==> src/rtl/uart_collector_pkg.sv <==
// Shared types and frame constants for the UART-to-AXI-Stream collector.
package uart_collector_pkg;

  localparam int DATA_BITS = 8;
  localparam int STOP_BITS = 1;

  typedef enum logic [2:0] {
    IDLE,
    START,
    DATA,
    STOP,
    BREAK
  } rx_state_t;

  typedef struct packed {
    logic       last;
    logic [7:0] data;
  } fifo_entry_t;

endpackage

==> src/rtl/collector_fifo.sv <==
// Small synchronous FIFO of {last, data} entries. A push into a full FIFO is
// accepted only when a pop frees a slot in the same cycle.
module collector_fifo
  import uart_collector_pkg::*;
#(
  parameter int DEPTH = 4
) (
  input  logic        clk,
  input  logic        rst,
  input  logic        push,
  input  logic        pop,
  input  fifo_entry_t din,
  output logic        full,
  output logic        empty,
  output fifo_entry_t head
);

  localparam int AW = $clog2(DEPTH);
  localparam int CW = AW + 1;
  localparam logic [CW-1:0] COUNT_FULL = CW'(DEPTH);

  fifo_entry_t   mem [DEPTH];
  logic [AW-1:0] wr_ptr;
  logic [AW-1:0] rd_ptr;
  logic [CW-1:0] count;
  logic          do_push;
  logic          do_pop;

  assign full    = (count == COUNT_FULL);
  assign empty   = (count == '0);
  assign do_pop  = pop & ~empty;
  assign do_push = push & (~full | do_pop);
  assign head    = mem[rd_ptr];

  // Pointer and occupancy bookkeeping.
  always_ff @(posedge clk) begin
    if (rst) begin
      wr_ptr <= '0;
      rd_ptr <= '0;
      count  <= '0;
    end else begin
      if (do_push) wr_ptr <= wr_ptr + AW'(1);
      if (do_pop)  rd_ptr <= rd_ptr + AW'(1);
      case ({do_push, do_pop})
        2'b10:   count <= count + CW'(1);
        2'b01:   count <= count - CW'(1);
        default: count <= count;
      endcase
    end
  end

  // Storage array; contents are don't-care until written, so no reset.
  always_ff @(posedge clk) begin
    if (do_push) mem[wr_ptr] <= din;
  end

endmodule

==> src/rtl/uart_axis_collector.sv <==
// Deserialises 8N1 UART frames from a core's TX line and presents the bytes
// as an AXI-Stream; a TLAST_CHAR byte closes a packet.
// Optional build macro UART_COLLECTOR_ERRCNT_EN adds o_err_cnt, a saturating
// count of framing errors.
//
// state | meaning
// IDLE  | line idle, waiting for a falling edge
// START | timing to mid start bit to reject glitches
// DATA  | sampling 8 data bits LSB first
// STOP  | sampling the stop bit, push on success
// BREAK | framing error seen, wait for the line to return high
module uart_axis_collector
  import uart_collector_pkg::*;
#(
  parameter int         BAUD_DIV   = 16,
  parameter int         DEPTH      = 4,
  parameter logic [7:0] TLAST_CHAR = 8'h0A
) (
  input  logic       i_clk,
  input  logic       i_rst,
  input  logic       i_uart_rx,
  output logic [7:0] o_tdata,
  output logic       o_tlast,
  output logic       o_tvalid,
  input  logic       i_tready,
  output logic       o_overflow
`ifdef UART_COLLECTOR_ERRCNT_EN
  ,
  output logic [7:0] o_err_cnt
`endif
);

  localparam int BW = $clog2(BAUD_DIV);
  localparam logic [BW-1:0] BAUD_HALF = BW'(BAUD_DIV / 2 - 1);
  localparam logic [BW-1:0] BAUD_FULL = BW'(BAUD_DIV - 1);
  localparam logic [2:0]    LAST_BIT  = 3'(DATA_BITS - 1);

  rx_state_t   state, state_next;
  logic        rx_meta, rx_s;
  logic [BW-1:0] baud_cnt, baud_next;
  logic [2:0]  bit_cnt, bit_next;
  logic [7:0]  shreg;
  logic        shift_en;
  logic        baud_zero;
  logic        push;
  logic        pop;
  logic        full;
  logic        empty;
  fifo_entry_t head;
  fifo_entry_t din;

  assign baud_zero = (baud_cnt == '0);
  assign din.last  = (shreg == TLAST_CHAR);
  assign din.data  = shreg;
  assign pop       = o_tvalid & i_tready;

  // Two-flop synchroniser; idles high so reset looks like a quiet line.
  always_ff @(posedge i_clk) begin
    if (i_rst) begin
      rx_meta <= 1'b1;
      rx_s    <= 1'b1;
    end else begin
      rx_meta <= i_uart_rx;
      rx_s    <= rx_meta;
    end
  end

  // State register plus the bit timing counters and shift register.
  always_ff @(posedge i_clk) begin
    if (i_rst) begin
      state    <= IDLE;
      baud_cnt <= '0;
      bit_cnt  <= '0;
      shreg    <= '0;
    end else begin
      state    <= state_next;
      baud_cnt <= baud_next;
      bit_cnt  <= bit_next;
      if (shift_en) shreg <= {rx_s, shreg[7:1]};
    end
  end

  // Next-state, counter reloads and the push strobe.
  always_comb begin
    state_next = state;
    baud_next  = baud_cnt;
    bit_next   = bit_cnt;
    shift_en   = 1'b0;
    push       = 1'b0;
    case (state)
      IDLE: begin
        if (!rx_s) begin
          baud_next  = BAUD_HALF;
          state_next = START;
        end
      end
      START: begin
        if (!baud_zero) begin
          baud_next = baud_cnt - BW'(1);
        end else if (!rx_s) begin
          baud_next  = BAUD_FULL;
          bit_next   = '0;
          state_next = DATA;
        end else begin
          state_next = IDLE;
        end
      end
      DATA: begin
        if (!baud_zero) begin
          baud_next = baud_cnt - BW'(1);
        end else begin
          shift_en  = 1'b1;
          baud_next = BAUD_FULL;
          if (bit_cnt == LAST_BIT) state_next = STOP;
          else                     bit_next   = bit_cnt + 3'd1;
        end
      end
      STOP: begin
        if (!baud_zero) begin
          baud_next = baud_cnt - BW'(1);
        end else if (rx_s) begin
          push       = 1'b1;
          state_next = IDLE;
        end else begin
          state_next = BREAK;
        end
      end
      BREAK: begin
        if (rx_s) state_next = IDLE;
      end
      default: state_next = IDLE;
    endcase
  end

  collector_fifo #(
    .DEPTH (DEPTH)
  ) u_fifo (
    .clk   (i_clk),
    .rst   (i_rst),
    .push  (push),
    .pop   (pop),
    .din   (din),
    .full  (full),
    .empty (empty),
    .head  (head)
  );

  // Head is gated so the stream outputs read zero while nothing is queued.
  assign o_tvalid = ~empty;
  assign o_tdata  = o_tvalid ? head.data : 8'h00;
  assign o_tlast  = o_tvalid & head.last;

  // Sticky drop flag: push into a full FIFO with no pop in the same cycle.
  always_ff @(posedge i_clk) begin
    if (i_rst)                     o_overflow <= 1'b0;
    else if (push & full & ~pop)   o_overflow <= 1'b1;
  end

`ifdef UART_COLLECTOR_ERRCNT_EN
  logic frame_err;
  assign frame_err = (state == STOP) & baud_zero & ~rx_s;

  // Saturating framing-error counter.
  always_ff @(posedge i_clk) begin
    if (i_rst)                                o_err_cnt <= 8'h00;
    else if (frame_err && o_err_cnt != 8'hFF) o_err_cnt <= o_err_cnt + 8'd1;
  end
`endif

endmodule
==> config.mk <==
export PLATFORM = sky130hd
export DESIGN_NAME = uart_axis_collector
export DESIGN_NICKNAME = d
export VERILOG_FILES = /design/src/rtl/uart_collector_pkg.sv /design/src/rtl/collector_fifo.sv /design/src/rtl/uart_axis_collector.sv
export SDC_FILE = /design/constraint.sdc
export NUM_CORES = 1
export LEC_CHECK = 0
export CAP_MARGIN = 20
export CORE_MARGIN = 2
export CORE_UTILIZATION = 53
export DETAILED_ROUTE_END_ITERATION = 10
export GPL_ROUTABILITY_DRIVEN = 0
export PLACE_DENSITY_LB_ADDON = 0.15
export RECOVER_POWER = 100
export SYNTH_ARGS = -nofsm -noshare
export SYNTH_HDL_FRONTEND = slang
export SYNTH_HIERARCHICAL = 1
export SYNTH_SLANG_ARGS = --single-unit
==> constraint.sdc <==
create_clock -name i_clk -period 2.3 [get_ports i_clk]
set_input_delay 0.23 -clock i_clk [delete_from_list [all_inputs] [get_ports i_clk]]
set_output_delay 0.23 -clock i_clk [all_outputs]
set_load 0.01 [all_outputs]
==> results by group <==
Power
  • Reg power frac: 0.549
  • Cell-internal power: 1.74 mW
  • Power, Total: roughly 2.3 mW
  • Clk pwr share: 0.361
  • Leakage power: 1.32 nW
  • Combinational share of power: 0.091
  • Maximum VDD drop: roughly 0.56 mV
  • Switching share of power: 0.242
  • Pwr dens: 659 nW/um^2
  • Sw power: around 560 uW

Synth
  • Synth Instances: 221
  • Post-synthesis instance area: approximately 2900 um^2
  • Post-synth EDFFs: 36
  • FFs w/ async S/R, synth: 0
  • Register area share after synthesis: 0.580
  • Synthesis warning total: 6
  • Yosys cell types: 48
  • Synth top area share: 0.373
  • Area leader, netlist: edfxtp_1
  • Avg Cell Area, Syn: about 13 um^2
  • Synth top area cells: edfxtp_1 37%, dfxtp_1 21%, mux4_2 7.0%
  • Prevailing post-synth register cell: edfxtp_1
  • #FFs+latches synth: between 60 and 70
  • Post-Syn Nets: about 240

Finish
  • Final nets: ~270
  • Layout cells sized above 1: 0.279
  • Antenna fix cells: 0
  • Syn-to-layout area delta: 20.1%

Floorplanning
  • FP Rows: 26
  • Starting density of the core: 0.557
  • # IOs: 15
  • Die ar.: ~6000 um^2
  • Core ar.: 5200 um^2
  • Die H: a little under 80 um
  • Die width: approximately 78 um

Clock tree
  • CTS H-tree lvls: 3
  • Clock root cell: clkbuf_8
  • # clock sinks: between 60 and 70
  • Worst-Skew Late Latency: between 300 and 400 ps
  • Max clock buf depth: 2
  • Hold Buf Count CTS: 0
  • TritonCTS buffer count: 9
  • CTS tree: built
  • Clk pin slew, worst setup/hold paths: approximately 70 ps

Placed design
  • HPWL after DPL: roughly 3.6 mm
  • I/O Buffers: 14

Setup path
  • Register-to-register setup slack: between 30 and 40 ps
  • Critical path arrival: 2540 ps
  • Crit-path slowest cell: fa_2
  • CP Cell Sequence: inv_2 -> ha_4 -> nor4b_4 -> and4_1 -> a21boi_4 -> inv_2 -> ha_4 -> inv_2 -> fa_2 -> xor2_2 -> or3_4 -> a21oi_2
  • CP Max Fanout: 3
  • Crit-path leading delay family: simple AND/OR/NAND/NOR gates
  • WP data required: 2570 ps
  • Crit end category: flop
  • Kind of critical path: flop to flop
  • Most common cell on crit path: inv_2
  • Crit path buf inv count: 3
  • CP peak stage delay: about 350 ps
  • Startpoint types: flop

Drt
  • DR iter-0 viols: 70
  • Vias/cell: between 5 and 6
  • DRC viols: 0
  • ANT nets after route: 0
  • Via count: between 1500 and 2000
  • WL/cell: between 15 and 20 um
  • Initial DRT Pass Iterations: 4
  • Total wire length: 5.25 mm

Job
  • Max-Cap Viols: 0

STA
  • Worst Hold Slack: around 420 ps
  • Max-slew violation count: 0
  • Max_slew headroom: 0.641
  • Period utilization: 0.983
  • Hold Fails Final Rpt: 0
  • RSZ-0062 raised after global routing: true
  • Pin slew with the least headroom to its limit: between 500 and 600 ps
  • Final-report setup violation count: 0
  • Final setup skew: 5.16 ps
  • Max Clk Rate: approximately 440 MHz
  • Final Critical Period: about 2300 ps

Worst hold path
  • Worst hold path type: flop to flop

Global routing
  • Largest net degree at the start of global routing: 14
  • Initial antenna violation count: 0
  • Tot GR Track Use: 0.187
  • Total grt overflow: 0
  • Vias in the first global route: around 1800
  • First-pass GRT wire length: roughly 8.6 mm

Outcome
  • Status: finished clean
state kept, by name, summed over array words and instances, names as in the netlist, named ones only:
signal	flops
u_fifo/mem	36
shreg	8
baud_cnt	4
bit_cnt	3
state	3
u_fifo/count	3
u_fifo/rd_ptr	2
u_fifo/wr_ptr	2
o_overflow	1
rx_meta	1
rx_s	1
synthesized netlist by cell type, drive strengths merged, types with 2 or more instances:
cell type  number
nor3            4
mux2i          11
and2            4
a21oi          10
nor2           22
xor2            3
o21ai           5
ha              9
clkbuf          4
nand3b          3
inv            14
buf             6
or2             2
a22o            2
mux4            9
edfxtp         36
nor2b          10
dfxtp          30
nor4b           2
a211oi          3
mux2            2
or3             3
nand2           4
a21o            4
nand2b          3
nor3b           3
what timing repair did:
item                                    in CTS  in global routing
gates cloned                                 0                  1
endpoints found under the setup margin       1                 10
resized for setup                            2                  5
pin swaps                                    1                  4
buffers inserted                             0                  4
routing by layer:
layer | wire length (um) | GRT usage | part of all wire
met1 | 2190 | 0.213 | 0.42
met2 | 2740 | 0.324 | 0.52
met3 | 206 | 0.0640 | 0.039
met4 | 115 | 0.0702 | 0.022
met5 | 0 | 0 | 0
through the flow:
stage | TNS [ps] | area (um^2) | cells | utilization | worst slack [ps]
finish | 0 | 3480 | 332 | 0.669 | 38.0
global route | -9.00 | 3480 | 332 | 0.669 | -9.00
CTS | 0 | 3410 | 327 | 0.654 | 9.01
detailed placement | -110 | 3230 | 311 | 0.620 | -110
global placement | -7.17 | 3230 | 311 | 0.620 | -7.17
floorplan | 0 | 2930 | 221 | - | 26.1
final timing paths:
path,start,to,depth (start not counted)
worst min-delay path,rx_meta,rx_s,1
worst max register to register,baud_cnt[1],u_fifo/count[2],12
worst max-delay path,baud_cnt[1],u_fifo/count[2],12
worst min register to register,rx_meta,rx_s,1
cell usage in the layout, fill, tap and decap left out, drive strengths merged, types with 10 or more instances in the layout:
cell type,n
clkbuf,10
nor2b,10
buf,20
a21oi,10
dfxtp,30
mux2i,11
edfxtp,36
nor2,22
clkdlybuf4s50,13
inv,16
kinds of logic (layout without fill, tap and decap cells):
| logic type | count (synthesis) | count (layout) | share of synthesized area |
|---|---|---|---|
| AO/OA/AOI/OAI | 32 | 32 | 0.0751 |
| flip-flops | 66 | 66 | 0.580 |
| adder cells (fa/ha/maj) | 10 | 10 | 0.0458 |
| AND/OR/NAND/NOR | 64 | 64 | 0.138 |
| buffers and inverters | 24 | 65 | 0.0350 |
| XOR/XNOR | 3 | 3 | 0.00907 |
| multiplexers | 22 | 22 | 0.117 |
cell type report:
class / count / area, um^2
Sequential cell: 66 / 1690
Fill cell: 383 / 1720
Clock buffer: 9 / 124
Multi-Input combinational cell: 131 / 1160
Inverter: 14 / 52.6
Timing Repair Buffer: 35 / 323
Clock inverter: 7 / 43.8
Tap cell: 70 / 87.6
power by group through the flow:
stage                     Sequential (mW)  Combinational [mW]  Clock (mW)
after CTS                            1.26               0.198       0.851
after global placement               1.28               0.188           0
after detailed placement             1.28               0.196           0
after global routing                 1.26               0.228       0.900
final                                1.26               0.208       0.827
after floorplan                      1.29               0.135           0
Power figures use the tool's default switching activity.
